**src/rtl/mc_ctrl_pkg.sv**
```systemverilog
// Shared encodings for the multi-cycle controller: states, opcodes,
// funct codes, ALU operations and datapath mux selects.
package mc_ctrl_pkg;

  typedef enum logic [3:0] {
    S_IF      = 4'd0,
    S_ID      = 4'd1,
    S_MEMADR  = 4'd2,
    S_MEMRD   = 4'd3,
    S_MEMWB   = 4'd4,
    S_MEMWR   = 4'd5,
    S_EXE     = 4'd6,
    S_ALUWB   = 4'd7,
    S_BRANCH  = 4'd8,
    S_JUMP    = 4'd9,
    S_ADDI_EX = 4'd10,
    S_ADDI_WB = 4'd11
  } state_t;

  localparam logic [5:0] OP_RTYPE = 6'h00;
  localparam logic [5:0] OP_J     = 6'h02;
  localparam logic [5:0] OP_BEQ   = 6'h04;
  localparam logic [5:0] OP_ADDI  = 6'h08;
  localparam logic [5:0] OP_LW    = 6'h23;
  localparam logic [5:0] OP_SW    = 6'h2B;

  localparam logic [5:0] FN_ADD = 6'h20;
  localparam logic [5:0] FN_SUB = 6'h22;
  localparam logic [5:0] FN_AND = 6'h24;
  localparam logic [5:0] FN_OR  = 6'h25;
  localparam logic [5:0] FN_SLT = 6'h2A;

  localparam logic [2:0] ALU_ADD = 3'b010;
  localparam logic [2:0] ALU_SUB = 3'b110;
  localparam logic [2:0] ALU_AND = 3'b000;
  localparam logic [2:0] ALU_OR  = 3'b001;
  localparam logic [2:0] ALU_SLT = 3'b111;

  localparam logic [1:0] SRCB_REG    = 2'b00;
  localparam logic [1:0] SRCB_FOUR   = 2'b01;
  localparam logic [1:0] SRCB_IMM    = 2'b10;
  localparam logic [1:0] SRCB_IMM_SH = 2'b11;

  localparam logic [1:0] PCSRC_ALU    = 2'b00;
  localparam logic [1:0] PCSRC_ALUOUT = 2'b01;
  localparam logic [1:0] PCSRC_JUMP   = 2'b10;

endpackage

```
**src/rtl/mc_ctrl_fsm_if.sv**
```systemverilog
// Controller <-> datapath bundle: instruction fields and status in,
// strobes and mux selects out.
interface mc_ctrl_fsm_if;
  logic [5:0] opcode;
  logic [5:0] funct;
  logic       zero;
  logic       mem_ready;
  logic       pc_write;
  logic       pc_write_cond;
  logic       iord;
  logic       mem_read;
  logic       mem_write;
  logic       ir_write;
  logic       mem_to_reg;
  logic       reg_dst;
  logic       reg_write;
  logic       alu_src_a;
  logic [1:0] alu_src_b;
  logic [1:0] pc_source;
  logic [2:0] alu_ctrl;
  logic       instr_done;
  logic       illegal;

  modport master (
    input  opcode, funct, zero, mem_ready,
    output pc_write, pc_write_cond, iord, mem_read, mem_write, ir_write,
           mem_to_reg, reg_dst, reg_write, alu_src_a, alu_src_b, pc_source,
           alu_ctrl, instr_done, illegal
  );

  modport slave (
    output opcode, funct, zero, mem_ready,
    input  pc_write, pc_write_cond, iord, mem_read, mem_write, ir_write,
           mem_to_reg, reg_dst, reg_write, alu_src_a, alu_src_b, pc_source,
           alu_ctrl, instr_done, illegal
  );
endinterface

```
**src/rtl/mc_alu_dec.sv**
```systemverilog
// R-type funct decoder: ALU operation plus a flag for supported functs.
module mc_alu_dec
  import mc_ctrl_pkg::*;
(
  input  logic [5:0] funct,
  output logic [2:0] alu_ctrl,
  output logic       funct_legal
);

  // Map funct to ALU op; unsupported functs fall back to add and flag illegal.
  always_comb begin
    alu_ctrl    = ALU_ADD;
    funct_legal = 1'b1;
    case (funct)
      FN_ADD:  alu_ctrl = ALU_ADD;
      FN_SUB:  alu_ctrl = ALU_SUB;
      FN_AND:  alu_ctrl = ALU_AND;
      FN_OR:   alu_ctrl = ALU_OR;
      FN_SLT:  alu_ctrl = ALU_SLT;
      default: funct_legal = 1'b0;
    endcase
  end

endmodule

```
**src/rtl/mc_ctrl_fsm.sv**
```systemverilog
// Multi-cycle datapath sequencer.
//   state     | meaning
//   S_IF      | fetch; wait for memory, load IR, PC += 4
//   S_ID      | decode; branch target into ALUOut; flag unsupported ops
//   S_MEMADR  | compute load/store address
//   S_MEMRD   | load data read, wait for memory
//   S_MEMWB   | write loaded data to rt
//   S_MEMWR   | store data write, wait for memory
//   S_EXE     | R-type ALU operation
//   S_ALUWB   | write ALU result to rd
//   S_BRANCH  | compare, conditional PC load
//   S_JUMP    | PC load from jump target
//   S_ADDI_EX | addi ALU operation
//   S_ADDI_WB | write addi result to rt
module mc_ctrl_fsm
  import mc_ctrl_pkg::*;
#(
  parameter int STATE_W = 4
) (
  input  logic               clk,
  input  logic               rst_n,
  mc_ctrl_fsm_if.master      bus,
  output logic [STATE_W-1:0] state
);

  state_t     state_q;
  logic [2:0] dec_alu;
  logic       dec_legal;
  logic       id_illegal;

  logic pc_write_c, pc_write_cond_c, ir_write_c, reg_write_c;
  logic mem_read_c, mem_write_c, instr_done_c, illegal_c;

  // zero only matters to the datapath, which qualifies pc_write_cond with it.
  logic unused_zero;
  assign unused_zero = bus.zero;

  mc_alu_dec u_alu_dec (
    .funct      (bus.funct),
    .alu_ctrl   (dec_alu),
    .funct_legal(dec_legal)
  );

  // Decide whether the instruction held in IR is supported.
  always_comb begin
    id_illegal = 1'b1;
    case (bus.opcode)
      OP_LW, OP_SW, OP_BEQ, OP_J, OP_ADDI: id_illegal = 1'b0;
      OP_RTYPE:                            id_illegal = !dec_legal;
      default:                             id_illegal = 1'b1;
    endcase
  end

  // State register and transitions; memory states hold until mem_ready.
  always_ff @(posedge clk or negedge rst_n) begin
    if (!rst_n) begin
      state_q <= S_IF;
    end else begin
      case (state_q)
        S_IF:      if (bus.mem_ready) state_q <= S_ID;
        S_ID: begin
          case (bus.opcode)
            OP_LW, OP_SW: state_q <= S_MEMADR;
            OP_RTYPE:     state_q <= dec_legal ? S_EXE : S_IF;
            OP_BEQ:       state_q <= S_BRANCH;
            OP_J:         state_q <= S_JUMP;
            OP_ADDI:      state_q <= S_ADDI_EX;
            default:      state_q <= S_IF;
          endcase
        end
        S_MEMADR:  state_q <= (bus.opcode == OP_LW) ? S_MEMRD : S_MEMWR;
        S_MEMRD:   if (bus.mem_ready) state_q <= S_MEMWB;
        S_MEMWR:   if (bus.mem_ready) state_q <= S_IF;
        S_EXE:     state_q <= S_ALUWB;
        S_ADDI_EX: state_q <= S_ADDI_WB;
        default:   state_q <= S_IF;
      endcase
    end
  end

  // Decode strobes and selects from the current state (mem_ready-gated where noted).
  always_comb begin
    pc_write_c      = 1'b0;
    pc_write_cond_c = 1'b0;
    ir_write_c      = 1'b0;
    reg_write_c     = 1'b0;
    mem_read_c      = 1'b0;
    mem_write_c     = 1'b0;
    instr_done_c    = 1'b0;
    illegal_c       = 1'b0;
    bus.iord        = 1'b0;
    bus.mem_to_reg  = 1'b0;
    bus.reg_dst     = 1'b0;
    bus.alu_src_a   = 1'b0;
    bus.alu_src_b   = SRCB_REG;
    bus.pc_source   = PCSRC_ALU;
    bus.alu_ctrl    = ALU_ADD;
    case (state_q)
      S_IF: begin
        mem_read_c    = 1'b1;
        bus.alu_src_b = SRCB_FOUR;
        ir_write_c    = bus.mem_ready;
        pc_write_c    = bus.mem_ready;
      end
      S_ID: begin
        bus.alu_src_b = SRCB_IMM_SH;
        illegal_c     = id_illegal;
        instr_done_c  = id_illegal;
      end
      S_MEMADR, S_ADDI_EX: begin
        bus.alu_src_a = 1'b1;
        bus.alu_src_b = SRCB_IMM;
      end
      S_MEMRD: begin
        mem_read_c = 1'b1;
        bus.iord   = 1'b1;
      end
      S_MEMWB: begin
        reg_write_c    = 1'b1;
        bus.mem_to_reg = 1'b1;
        instr_done_c   = 1'b1;
      end
      S_MEMWR: begin
        mem_write_c  = 1'b1;
        bus.iord     = 1'b1;
        instr_done_c = bus.mem_ready;
      end
      S_EXE: begin
        bus.alu_src_a = 1'b1;
        bus.alu_ctrl  = dec_alu;
      end
      S_ALUWB: begin
        reg_write_c  = 1'b1;
        bus.reg_dst  = 1'b1;
        instr_done_c = 1'b1;
      end
      S_BRANCH: begin
        bus.alu_src_a   = 1'b1;
        bus.alu_ctrl    = ALU_SUB;
        pc_write_cond_c = 1'b1;
        bus.pc_source   = PCSRC_ALUOUT;
        instr_done_c    = 1'b1;
      end
      S_JUMP: begin
        pc_write_c    = 1'b1;
        bus.pc_source = PCSRC_JUMP;
        instr_done_c  = 1'b1;
      end
      S_ADDI_WB: begin
        reg_write_c  = 1'b1;
        instr_done_c = 1'b1;
      end
      default: ;
    endcase
  end

  // Write-side strobes are killed the instant reset asserts so no partial write lands.
  assign bus.pc_write      = pc_write_c & rst_n;
  assign bus.pc_write_cond = pc_write_cond_c & rst_n;
  assign bus.ir_write      = ir_write_c & rst_n;
  assign bus.reg_write     = reg_write_c & rst_n;
  assign bus.mem_read      = mem_read_c & rst_n;
  assign bus.mem_write     = mem_write_c & rst_n;
  assign bus.instr_done    = instr_done_c & rst_n;
  assign bus.illegal       = illegal_c & rst_n;

  assign state = STATE_W'(state_q);

endmodule

```
**src/flat_wrapper.sv**
```systemverilog
// flat-port wrapper written by rule: the top's interface ports become plain ports
module mc_ctrl_fsm_flat import mc_ctrl_pkg::*;
#(
  parameter int STATE_W = 4
)
  (clk, rst_n, state, bus_opcode, bus_funct, bus_zero, bus_mem_ready, bus_pc_write, bus_pc_write_cond, bus_iord, bus_mem_read, bus_mem_write, bus_ir_write, bus_mem_to_reg, bus_reg_dst, bus_reg_write, bus_alu_src_a, bus_alu_src_b, bus_pc_source, bus_alu_ctrl, bus_instr_done, bus_illegal);
  mc_ctrl_fsm_if bus_i ();
  input  logic clk;
  input  logic rst_n;
  output logic [STATE_W-1:0] state;
  input wire logic [$bits(bus_i.opcode)-1:0] bus_opcode;
  input wire logic [$bits(bus_i.funct)-1:0] bus_funct;
  input wire logic [$bits(bus_i.zero)-1:0] bus_zero;
  input wire logic [$bits(bus_i.mem_ready)-1:0] bus_mem_ready;
  output wire logic [$bits(bus_i.pc_write)-1:0] bus_pc_write;
  output wire logic [$bits(bus_i.pc_write_cond)-1:0] bus_pc_write_cond;
  output wire logic [$bits(bus_i.iord)-1:0] bus_iord;
  output wire logic [$bits(bus_i.mem_read)-1:0] bus_mem_read;
  output wire logic [$bits(bus_i.mem_write)-1:0] bus_mem_write;
  output wire logic [$bits(bus_i.ir_write)-1:0] bus_ir_write;
  output wire logic [$bits(bus_i.mem_to_reg)-1:0] bus_mem_to_reg;
  output wire logic [$bits(bus_i.reg_dst)-1:0] bus_reg_dst;
  output wire logic [$bits(bus_i.reg_write)-1:0] bus_reg_write;
  output wire logic [$bits(bus_i.alu_src_a)-1:0] bus_alu_src_a;
  output wire logic [$bits(bus_i.alu_src_b)-1:0] bus_alu_src_b;
  output wire logic [$bits(bus_i.pc_source)-1:0] bus_pc_source;
  output wire logic [$bits(bus_i.alu_ctrl)-1:0] bus_alu_ctrl;
  output wire logic [$bits(bus_i.instr_done)-1:0] bus_instr_done;
  output wire logic [$bits(bus_i.illegal)-1:0] bus_illegal;
  assign bus_i.opcode = bus_opcode;
  assign bus_i.funct = bus_funct;
  assign bus_i.zero = bus_zero;
  assign bus_i.mem_ready = bus_mem_ready;
  assign bus_pc_write = bus_i.pc_write;
  assign bus_pc_write_cond = bus_i.pc_write_cond;
  assign bus_iord = bus_i.iord;
  assign bus_mem_read = bus_i.mem_read;
  assign bus_mem_write = bus_i.mem_write;
  assign bus_ir_write = bus_i.ir_write;
  assign bus_mem_to_reg = bus_i.mem_to_reg;
  assign bus_reg_dst = bus_i.reg_dst;
  assign bus_reg_write = bus_i.reg_write;
  assign bus_alu_src_a = bus_i.alu_src_a;
  assign bus_alu_src_b = bus_i.alu_src_b;
  assign bus_pc_source = bus_i.pc_source;
  assign bus_alu_ctrl = bus_i.alu_ctrl;
  assign bus_instr_done = bus_i.instr_done;
  assign bus_illegal = bus_i.illegal;
  mc_ctrl_fsm #(.STATE_W(STATE_W)) u_core (.clk(clk), .rst_n(rst_n), .bus(bus_i), .state(state));
endmodule
```
**config.mk**
```make
export PLATFORM = sky130hd
export DESIGN_NAME = mc_ctrl_fsm_flat
export DESIGN_NICKNAME = d
export VERILOG_FILES = /design/src/rtl/mc_ctrl_pkg.sv /design/src/rtl/mc_ctrl_fsm_if.sv /design/src/rtl/mc_alu_dec.sv /design/src/rtl/mc_ctrl_fsm.sv /design/src/flat_wrapper.sv
export SDC_FILE = /design/constraint.sdc
export NUM_CORES = 1
export LEC_CHECK = 0
export CORE_ASPECT_RATIO = 0.75
export CORE_MARGIN = 1.5
export CORE_UTILIZATION = 35
export CTS_BUF_LIST = sky130_fd_sc_hd__clkbuf_4
export DETAILED_ROUTE_END_ITERATION = 16
export GPL_ROUTABILITY_DRIVEN = 0
export GPL_TIMING_DRIVEN = 0
export PLACE_DENSITY_LB_ADDON = 0.15
export SLEW_MARGIN = 20
export SYNTH_ARGS = -nofsm -noshare
export SYNTH_HDL_FRONTEND = slang
export SYNTH_SLANG_ARGS = --single-unit
export TNS_END_PERCENT = 100
```
**constraint.sdc**
```tcl
create_clock -name clk -period 1.5 [get_ports clk]
set_clock_uncertainty 0.1 [all_clocks]
set_input_delay 0.15 -clock clk [delete_from_list [all_inputs] [get_ports clk]]
set_output_delay 0.15 -clock clk [all_outputs]
set_load 0.03 [all_outputs]
```
==> run metrics, run 1 <==
outcome finished with violations; failing checks negative setup slack; CTS sink cnt 4; Final Setup Violations 22; TritonCTS buffer count 3; layout cells sized above 1 0.615; Largest register FFs 4; minimum clock period 1.96 ns; final wirelength 3870 um; io pins 39; IO buf count 37; largest net degree at the start of global routing 11; worst-skew pair later-pin latency 0.26 ns; VDD IR max 0.443 mV; Slew HR 0.741; Worst Setup End Kind output pin; Synth Warn # 0; leakage 0.652 nW; Max Fclk 511 MHz; register area 105 um^2; clk root buf clkbuf_4; Pwr Density 502 mW/mm^2; DR vias/cell 6.35; dpl cells 155; die area 0.00218 mm^2; WP data arrival 1.71 ns; synth unique cells 38; Final HPWL DP 1720 um; via count 1131; Setup CP Type register to output pin; GR Util All Layers 0.299; Worst Tran Pin Value 0.388 ns; clock slew at reported path FFs 0.04 ns; final hold vios 0; number of flops mapped to enable cells by yosys 0; CTS Buffer Depth 2; Startpoint Class register; DRT iter0 DRCs 48; commonest cells after routing, fill and taps aside buf_4 (20), buf_6 (17), dlygate4sd2_1 (11); maximum fanout along the worst path 7; first-pass GRT wire length 4550 um; Crit path required time 1.25 ns; initial antenna violation count 0; core area 0.00176 mm^2; Die X 53.5 um; layout filler cell count 75; most common flop cell mapped by yosys dfrtp_1; register bit total from synthesis 4; Syn Nets 112; Initial Util 0.380; GRT overflow 0; CTS tree done; Hold WS 0.480 ns; final std cells w/o fill 178; Post-Syn Area per Cell 6.96 um^2; dpl ws -1.05 ns; Tcrit/Tclk final 1.31; DR pass1 iterations 5; Max-Cap Viols 0; worst min path class input port to register; area of the multi-input gates 811 um^2; asr flop ratio synth 1.00; area of the mapped netlist 668 um^2; Die H 40.8 um; fin nets 174; vias in the first global route 934; number of diodes 0; Antenna Violating Nets Remaining 0; commonest non-fill, non-tap cell in the layout buf_4; Rows 13; synthesis-to-finish area growth 137%; setup_tns -4.82 ns; fin. max-slew vios 0; Final Core Density 0.901; WL/cell 21.8 um; Setup WS post-layout -0.458 ns; Seq/Total Area, Yosys 0.150; post-synthesis instance total 96; DRC 0; RSZ-0062 raised after global routing yes; htree depth 1
==> metrics by stage <==
step                total power [mW]  area (um^2)
floorplan                      0.346          840
global placement               0.483         1240
detailed placement             0.488         1240
CTS                            0.698         1460
global route                   0.816         1580
finish                         0.794         1580
==> where the power goes <==
group	internal, mW	switching [mW]	leakage [nW]
registers	0.115	0.0163	0.0480
clock network	0.0911	0.0676	0.0138
logic	0.228	0.276	0.590
==> cell type report <==
type	count	share of cell area
Clock buffer	3	0.0142
Timing Repair Buffer	57	0.333
Inverter	1	0.00395
Sequential cell	4	0.0664
Buffer	6	0.0530
Multi-Input combinational cell	85	0.512
Tap cell	22	0.0174
==> cell families (layout without fill, tap and decap cells) <==
group / count (synthesis) / count (layout) / share of synthesized area
AO/OA/AOI/OAI: 24 / 24 / 0.238
XOR/XNOR: 2 / 2 / 0.0262
buffers and inverters: 7 / 67 / 0.0431
flip-flops: 4 / 4 / 0.150
multiplexers: 1 / 1 / 0.0150
AND/OR/NAND/NOR: 58 / 58 / 0.528
==> metal layers <==
layer  wire length (um)  global-route usage  part of all wire
met1               1390               0.392              0.36
met2               1820               0.485              0.47
met3                449              0.0657              0.12
met4                219               0.115             0.057
met5                  0                   0                 0
==> synth_stat cells (all sizes together), types with 2 or more instances <==
master  number  area share
and2         3       0.028
nand4        2       0.028
nand2b       6       0.056
buf          2       0.015
a21oi        8       0.060
nor4b        5       0.084
nor2        15       0.084
clkbuf       4       0.022
nor2b        2       0.019
nor3b        3       0.034
nand2        7       0.039
nor3         9       0.067
o32ai        2       0.026
dfrtp        4        0.15
o22ai        2       0.019
o21ai        3       0.022
==> path summary, 6_finish.rpt <==
path | to | cells after the start | slack (ns) | from
max in group asynchronous | u_core.state[3] | 2 | 0.45 | rst_n
hold reg to reg | u_core.state[3] | 3 | 0.71 | u_core.state[2]
setup reg to reg | u_core.state[0] | 5 | -0.23 | u_core.state[0]
min in group asynchronous | u_core.state[0] | 2 | 0.61 | rst_n
setup / recovery | bus_alu_ctrl[2] | 6 | -0.46 | u_core.state[3]
hold / removal | u_core.state[3] | 4 | 0.48 | bus_opcode[4]
==> critical path, stage by stage (launching register included) <==
cell and delay, ns:
dfrtp_2 0.42, buf_6 0.15, nor2b_4 0.13, nand4b_1 0.18, nor4b_2 0.28, or2_4 0.17, buf_6 0.12
==> repair_timing <==
item,in CTS,in global routing
hold buffers,1,0
endpoints found under the hold margin,4,0
buffers inserted,16,4
setup endpoints to repair,26,23
gates cloned,0,0
pin swaps,11,10
gates resized for setup,154,28
(Power assumes the default switching activity.)
==> run 2: changes to the inputs <==
--- a/config.mk
+++ b/config.mk
@@ -7,7 +7,7 @@
 export LEC_CHECK = 0
 export CORE_ASPECT_RATIO = 0.75
 export CORE_MARGIN = 1.5
-export CORE_UTILIZATION = 35
+export CORE_UTILIZATION = 25
 export CTS_BUF_LIST = sky130_fd_sc_hd__clkbuf_4
 export DETAILED_ROUTE_END_ITERATION = 16
 export GPL_ROUTABILITY_DRIVEN = 0
==> run 2 against run 1 <==
Compared with the run above:
- the flow still finishes with violations (negative setup slack)
- design area is 9.3% higher
- flip-flop and latch count stayed put
- cell count is 14% higher
- sequential share of layout area is 0.57 points lower
- via count is 4.4% lower
- global-route usage is 10 points lower
- worst hold slack worse by 0.00068 ns
- worst setup slack better by 0.080 ns
- critical path type unchanged
- critical endpoint is now bus_pc_write
==> run metrics, run 2 (synthesis results as in run 1) <==
outcome finished with violations; failing checks negative setup slack; area of the multi-input gates 828 um^2 (+2.2%); worst min path class input port to register; WL/cell 16.8 um (-23%); Max-Cap Viols 0 (unchanged); Worst Setup End Kind output pin; dpl ws -1.04 ns (+0.0112 ns); layout cells sized above 1 0.659 (+0.0433); GRT overflow 0 (unchanged); Seq pwr share 0.166 (about the same); fin. max-slew vios 0 (unchanged); r2r worst-path depth 5 (unchanged); number of stages on the worst setup path 5 (-1); largest net degree at the start of global routing 11 (unchanged); final hold vios 0 (unchanged); Die X 62.7 um (+17%); worst-skew pair later-pin latency 0.25 ns (about the same); Initial Util 0.259 (-0.122); minimum clock period 1.88 ns (-0.0797 ns); vias in the first global route 944 (+1.1%); leakage 0.720 nW (+10%); Pwr Density 459 mW/mm^2 (-8.6%); CTS sink cnt 4 (unchanged); Setup WS post-layout -0.378 ns (+0.0797 ns); Final HPWL DP 1770 um (+2.9%); Setup CP Type register to output pin; CP peak stage delay 0.47 ns (+0.05 ns); number of diodes 0 (unchanged); DR vias/cell 5.33 (-16%); Largest register FFs 4 (unchanged); die area 0.00299 mm^2 (+37%); setup_tns -4.60 ns (+0.225 ns); register area 105 um^2 (unchanged); Worst Path Buf+Inv 2 (unchanged); commonest non-fill, non-tap cell in the layout buf_4; Crit path required time 1.25 ns (about the same); commonest cells after routing, fill and taps aside buf_4 (26), buf_6 (25), dlygate4sd2_1 (12); DRT iter0 DRCs 54 (+13%); core area 0.00258 mm^2 (+47%); GR Util All Layers 0.196 (-0.103); fin nets 185 (+6.3%); synthesis-to-finish area growth 159%; critical path, cell by cell clkbuf_8, nor3b_2, a21oi_2, nor4b_4, buf_6; combinational power share 0.656 (+0.021); WP data arrival 1.63 ns (-0.08 ns); final wirelength 3400 um (-12%); CP delay by family, top simple AND/OR/NAND/NOR gates; VDD IR max 0.217 mV (-51%); Slowest-stage cell, CP dfrtp_2; Tcrit/Tclk final 1.25 (-0.0531); Worst Tran Pin Value 0.378 ns (-0.0103 ns); initial antenna violation count 0 (unchanged); layout filler cell count 204 (+170%); RSZ-0062 raised after global routing yes; htree depth 1 (unchanged); r2r startpoint u_core.state[0]; worst setup path start u_core.state[0]; Switch Pwr 0.339 mW (-5.9%); reg2reg setup slack -0.08 ns (+0.15 ns); io pins 39 (unchanged); Antenna Violating Nets Remaining 0 (unchanged); Internal 0.454 mW (+4.7%); IO buf count 37 (unchanged); RR Endpoint u_core.state[1]; Final Setup Violations 23 (+4.5%); DRC 0 (unchanged); clock share of power 0.179 (-0.021); Switching Share 0.427 (-0.0263); clock slew at reported path FFs 0.04 ns (about the same); Die H 47.8 um (+17%); clk root buf clkbuf_4; DR pass1 iterations 4 (-1); Rows 16 (+3); CTS Buffer Depth 2 (unchanged); first-pass GRT wire length 4520 um (-0.62%); CTS tree done; via count 1081 (-4.4%); Hold WS 0.480 ns (-0.000683 ns); Startpoint Class register; maximum fanout along the worst path 5 (-2); Slew HR 0.746 (+0.00490); TritonCTS buffer count 3 (unchanged); Setup crit end bus_pc_write; Max Fclk 532 MHz (+4.2%)
-- run 2: changes by cell type in the layout (fill, tap and decap cells not counted), moves of 2 or more --
cell,change
buf_4,+6
buf_6,+8
a21oi_2,-2
buf_8,-2
nor2_2,+2
-- run 2: area by class of cell --
cell class / instances / share of cell area
multi-input cells: 85 / 0.479
repair buffers: 69 / 0.370
flip-flops and latches: 4 / 0.0607
plain buffers: 5 / 0.0463
well taps: 36 / 0.0260
clock buffers: 3 / 0.0130
inverters: 1 / 0.00506
-- run 2: power groups by stage --
stage          logic (mW)  registers [mW]  clock network, mW
2_1_floorplan       0.207           0.139                  0
3_3_place_gp        0.359           0.129                  0
3_5_place_dp        0.360           0.130                  0
4_1_cts             0.454           0.128              0.140
5_1_grt             0.546           0.132              0.156
6_report            0.520           0.131              0.142
-- run 2: per-stage QoR --
stage | instance area [um^2] | power (mW) | cells | utilization
global route | 1730 | 0.834 | 203 | 0.670
finish | 1730 | 0.794 | 203 | 0.670
floorplan | 840 | 0.346 | 96 | -
global placement | 1250 | 0.488 | 169 | 0.486
CTS | 1540 | 0.722 | 192 | 0.595
detailed placement | 1250 | 0.490 | 169 | 0.486
-- run 2: repair_timing --
| action | in CTS | in global routing |
|---|---|---|
| hold buffers | 1 | 0 |
| cloned | 0 | 0 |
| endpoints found under the setup margin | 26 | 22 |
| hold endpoints to repair | 4 | 0 |
| pin swaps | 14 | 10 |
| gates resized for setup | 171 | 28 |
| setup buffers | 19 | 12 |
-- run 2: worst min-delay path: stages --
cell and delay, ns:
dlygate4sd2_1 0.35, nor3_1 0.08, o2111ai_1 0.13, a21oi_1 0.08
-- run 2: how the worst min path moves through the flow --
stage / end / cells after the start / slack [ns] / start
floorplan: u_core.state[0] / 0 / -0.25 / rst_n
global placement: u_core.state[0] / 1 / 0.39 / rst_n
detailed placement: u_core.state[0] / 1 / 0.38 / rst_n
CTS: u_core.state[3] / 4 / 0.48 / bus_opcode[4]
global route: u_core.state[3] / 4 / 0.51 / bus_opcode[4]
finish: u_core.state[3] / 4 / 0.48 / bus_opcode[4]
-- run 2: per-layer routing --
metal | GRT usage | vias to the layer above | share of wire
li1 | - | 504 | -
met1 | 0.268 | 519 | 0.42
met2 | 0.340 | 49 | 0.50
met3 | 0.0306 | 9 | 0.060
met4 | 0.0400 | 0 | 0.015
met5 | 0 | - | 0
==> run 3: changes to the inputs <==
--- a/config.mk
+++ b/config.mk
@@ -13,6 +13,7 @@
 export GPL_ROUTABILITY_DRIVEN = 0
 export GPL_TIMING_DRIVEN = 0
 export PLACE_DENSITY_LB_ADDON = 0.15
+export SKIP_LAST_GASP = 1
 export SLEW_MARGIN = 20
 export SYNTH_ARGS = -nofsm -noshare
 export SYNTH_HDL_FRONTEND = slang
==> run 3 against run 2 <==
Compared with the run above:
- the flow still finishes with violations (negative setup slack)
- sequential power about the same
- non-clock buffer count decreased by 2
- first-iteration DRC count increased by 80%
- cell count decreased by 0.99%
- critical path depth unchanged
- wire length decreased by 2.5%
- worst setup slack improved by 0.0057 ns
- via count decreased by 0.83%
- flip-flop and latch count unchanged
- core utilization decreased by 1.9 points
- clock power about the same
- fmax increased by 0.31%
==> run metrics, run 3 (synthesis results as in run 1) <==
critical path, cell by cell inv_4, nor2_4, nand4_1, o22ai_4, buf_6; clock share of power 0.176 (-0.003); final std cells w/o fill 201 (-0.99%); dpl cells 169 (unchanged); fin. max-slew vios 0 (unchanged); worst-skew pair later-pin latency 0.24 ns (about the same); Rows 16 (unchanged); CTS tree done; RSZ-0062 raised after global routing yes; Die X 62.7 um (unchanged); layout cells sized above 1 0.648 (-0.0102); Finished Cell Area 0.00168 mm^2 (-2.8%); die area 0.00299 mm^2 (unchanged); leakage 0.695 nW (-3.4%); Setup CP Type register to output pin; Worst Path Buf+Inv 2 (unchanged); GR Util All Layers 0.196 (-0.000530); WP data arrival 1.62 ns (about the same); DR vias/cell 5.33 (+0.15%); Internal 0.462 mW (+1.8%); Pwr Density 476 mW/mm^2 (+3.7%); IO buf count 37 (unchanged); via count 1072 (-0.83%); Switch Pwr 0.337 mW (-0.56%); Largest register FFs 4 (unchanged); Initial Util 0.259 (unchanged); final wirelength 3320 um (-2.5%); Max Fclk 534 MHz (+0.31%); Setup WS post-layout -0.372 ns (+0.00574 ns); DRC 0 (unchanged); largest net degree at the start of global routing 11 (unchanged); Area after DPL 0.00125 mm^2 (unchanged); CP peak stage delay 0.47 ns (about the same); Tcrit/Tclk final 1.25 (-0.00382); CTS Buffer Depth 2 (unchanged); clock slew at reported path FFs 0.04 ns (about the same); Final Core Density 0.651 (-0.0189); vias in the first global route 925 (-2.0%); Worst Setup End Kind output pin; DR pass1 iterations 4 (unchanged); Antenna Violating Nets Remaining 0 (unchanged); GRT overflow 0 (unchanged); Crit path required time 1.25 ns (about the same); commonest non-fill, non-tap cell in the layout buf_4; total power 0.800 mW (+0.77%); maximum fanout along the worst path 5 (unchanged); Seq pwr share 0.165 (about the same); first-pass GRT wire length 4540 um (+0.46%); DRT iter0 DRCs 97 (+80%); number of diodes 0 (unchanged); clk root buf clkbuf_4; Startpoint Class register; Die H 47.8 um (unchanged); Slew HR 0.729 (-0.0167); worst min path class input port to register; Switching Share 0.422 (-0.00563); fin nets 183 (-1.1%); CP delay by family, top flip-flops; VDD IR max 0.196 mV (-9.6%); Final HPWL DP 1770 um (unchanged); Slowest-stage cell, CP dfrtp_2; commonest cells after routing, fill and taps aside buf_4 (27), buf_6 (22), dlygate4sd2_1 (12); Max-Cap Viols 0 (unchanged); io pins 39 (unchanged); synthesis-to-finish area growth 152%; core area 0.00258 mm^2 (unchanged); final hold vios 0 (unchanged); initial antenna violation count 0 (unchanged); htree depth 1 (unchanged); Final Setup Violations 22 (-4.3%); CTS sink cnt 4 (unchanged); minimum clock period 1.87 ns (-0.00574 ns); outcome finished with violations; failing checks negative setup slack; combinational power share 0.659 (+0.003); Worst Tran Pin Value 0.406 ns (+0.0280 ns); WL/cell 16.5 um (-1.6%); TritonCTS buffer count 3 (unchanged)
run 3: what timing repair did:
action / in CTS / in global routing
cloned: 0 / 0
setup endpoints to repair: 26 / 22
setup buffers: 19 / 12
endpoints found under the hold margin: 4 / 0
pin swaps: 13 / 12
resized for setup: 161 / 35
hold buffers: 1 / 0
run 3: tightest hold or removal path, delay by kind of cell:
family	cells	cell delay [ns]
AO/OA/AOI/OAI	2	0.21
buffers and inverters	1	0.35
AND/OR/NAND/NOR	1	0.08
run 3: worst paths after layout:
| check | start | end | slack (ns) | cells after the start |
|---|---|---|---|---|
| setup reg to reg | u_core.state[0] | u_core.state[0] | -0.11 | 6 |
| min in group asynchronous | rst_n | u_core.state[0] | 0.58 | 2 |
| hold / removal | bus_opcode[4] | u_core.state[3] | 0.49 | 4 |
| hold reg to reg | u_core.state[2] | u_core.state[3] | 0.73 | 3 |
| max in group asynchronous | rst_n | u_core.state[2] | 0.52 | 2 |
| setup / recovery | u_core.state[0] | bus_instr_done | -0.37 | 5 |
run 3: per-layer routing:
| layer | global-route usage | vias to the layer above | share of wire |
|---|---|---|---|
| li1 | - | 501 | - |
| met1 | 0.263 | 523 | 0.42 |
| met2 | 0.346 | 44 | 0.51 |
| met3 | 0.0306 | 4 | 0.056 |
| met4 | 0.0400 | 0 | 0.0090 |
| met5 | 0 | - | 0 |
run 3: power by group through the flow:
stage	Combinational (mW)	Sequential (mW)	Clock, mW
4_1_cts	0.444	0.128	0.140
5_1_grt	0.556	0.132	0.157
6_report	0.527	0.132	0.141
2_1_floorplan	0.207	0.139	0
3_3_place_gp	0.359	0.129	0
3_5_place_dp	0.360	0.130	0
run 3: stage by stage:
step                      worst slack, ns  TNS [ns]  hold WS (ns)
final                              -0.372     -4.37         0.488
after global routing               -0.437     -5.71         0.503
after CTS                          -0.369     -3.48         0.477
after detailed placement            -1.04    -11.91         0.384
after global placement              -1.05    -11.79         0.386
after floorplan                    -0.180     -1.04        -0.246
run 3: cell type report:
cell class | count | area, um^2
Clock buffer | 3 | 22.5
Sequential cell | 4 | 105
Multi-Input combinational cell | 85 | 807
Timing Repair Buffer | 67 | 614
Tap cell | 36 | 45.0
Buffer | 5 | 81.3
Fill cell | 210 | 901
Inverter | 1 | 6.26
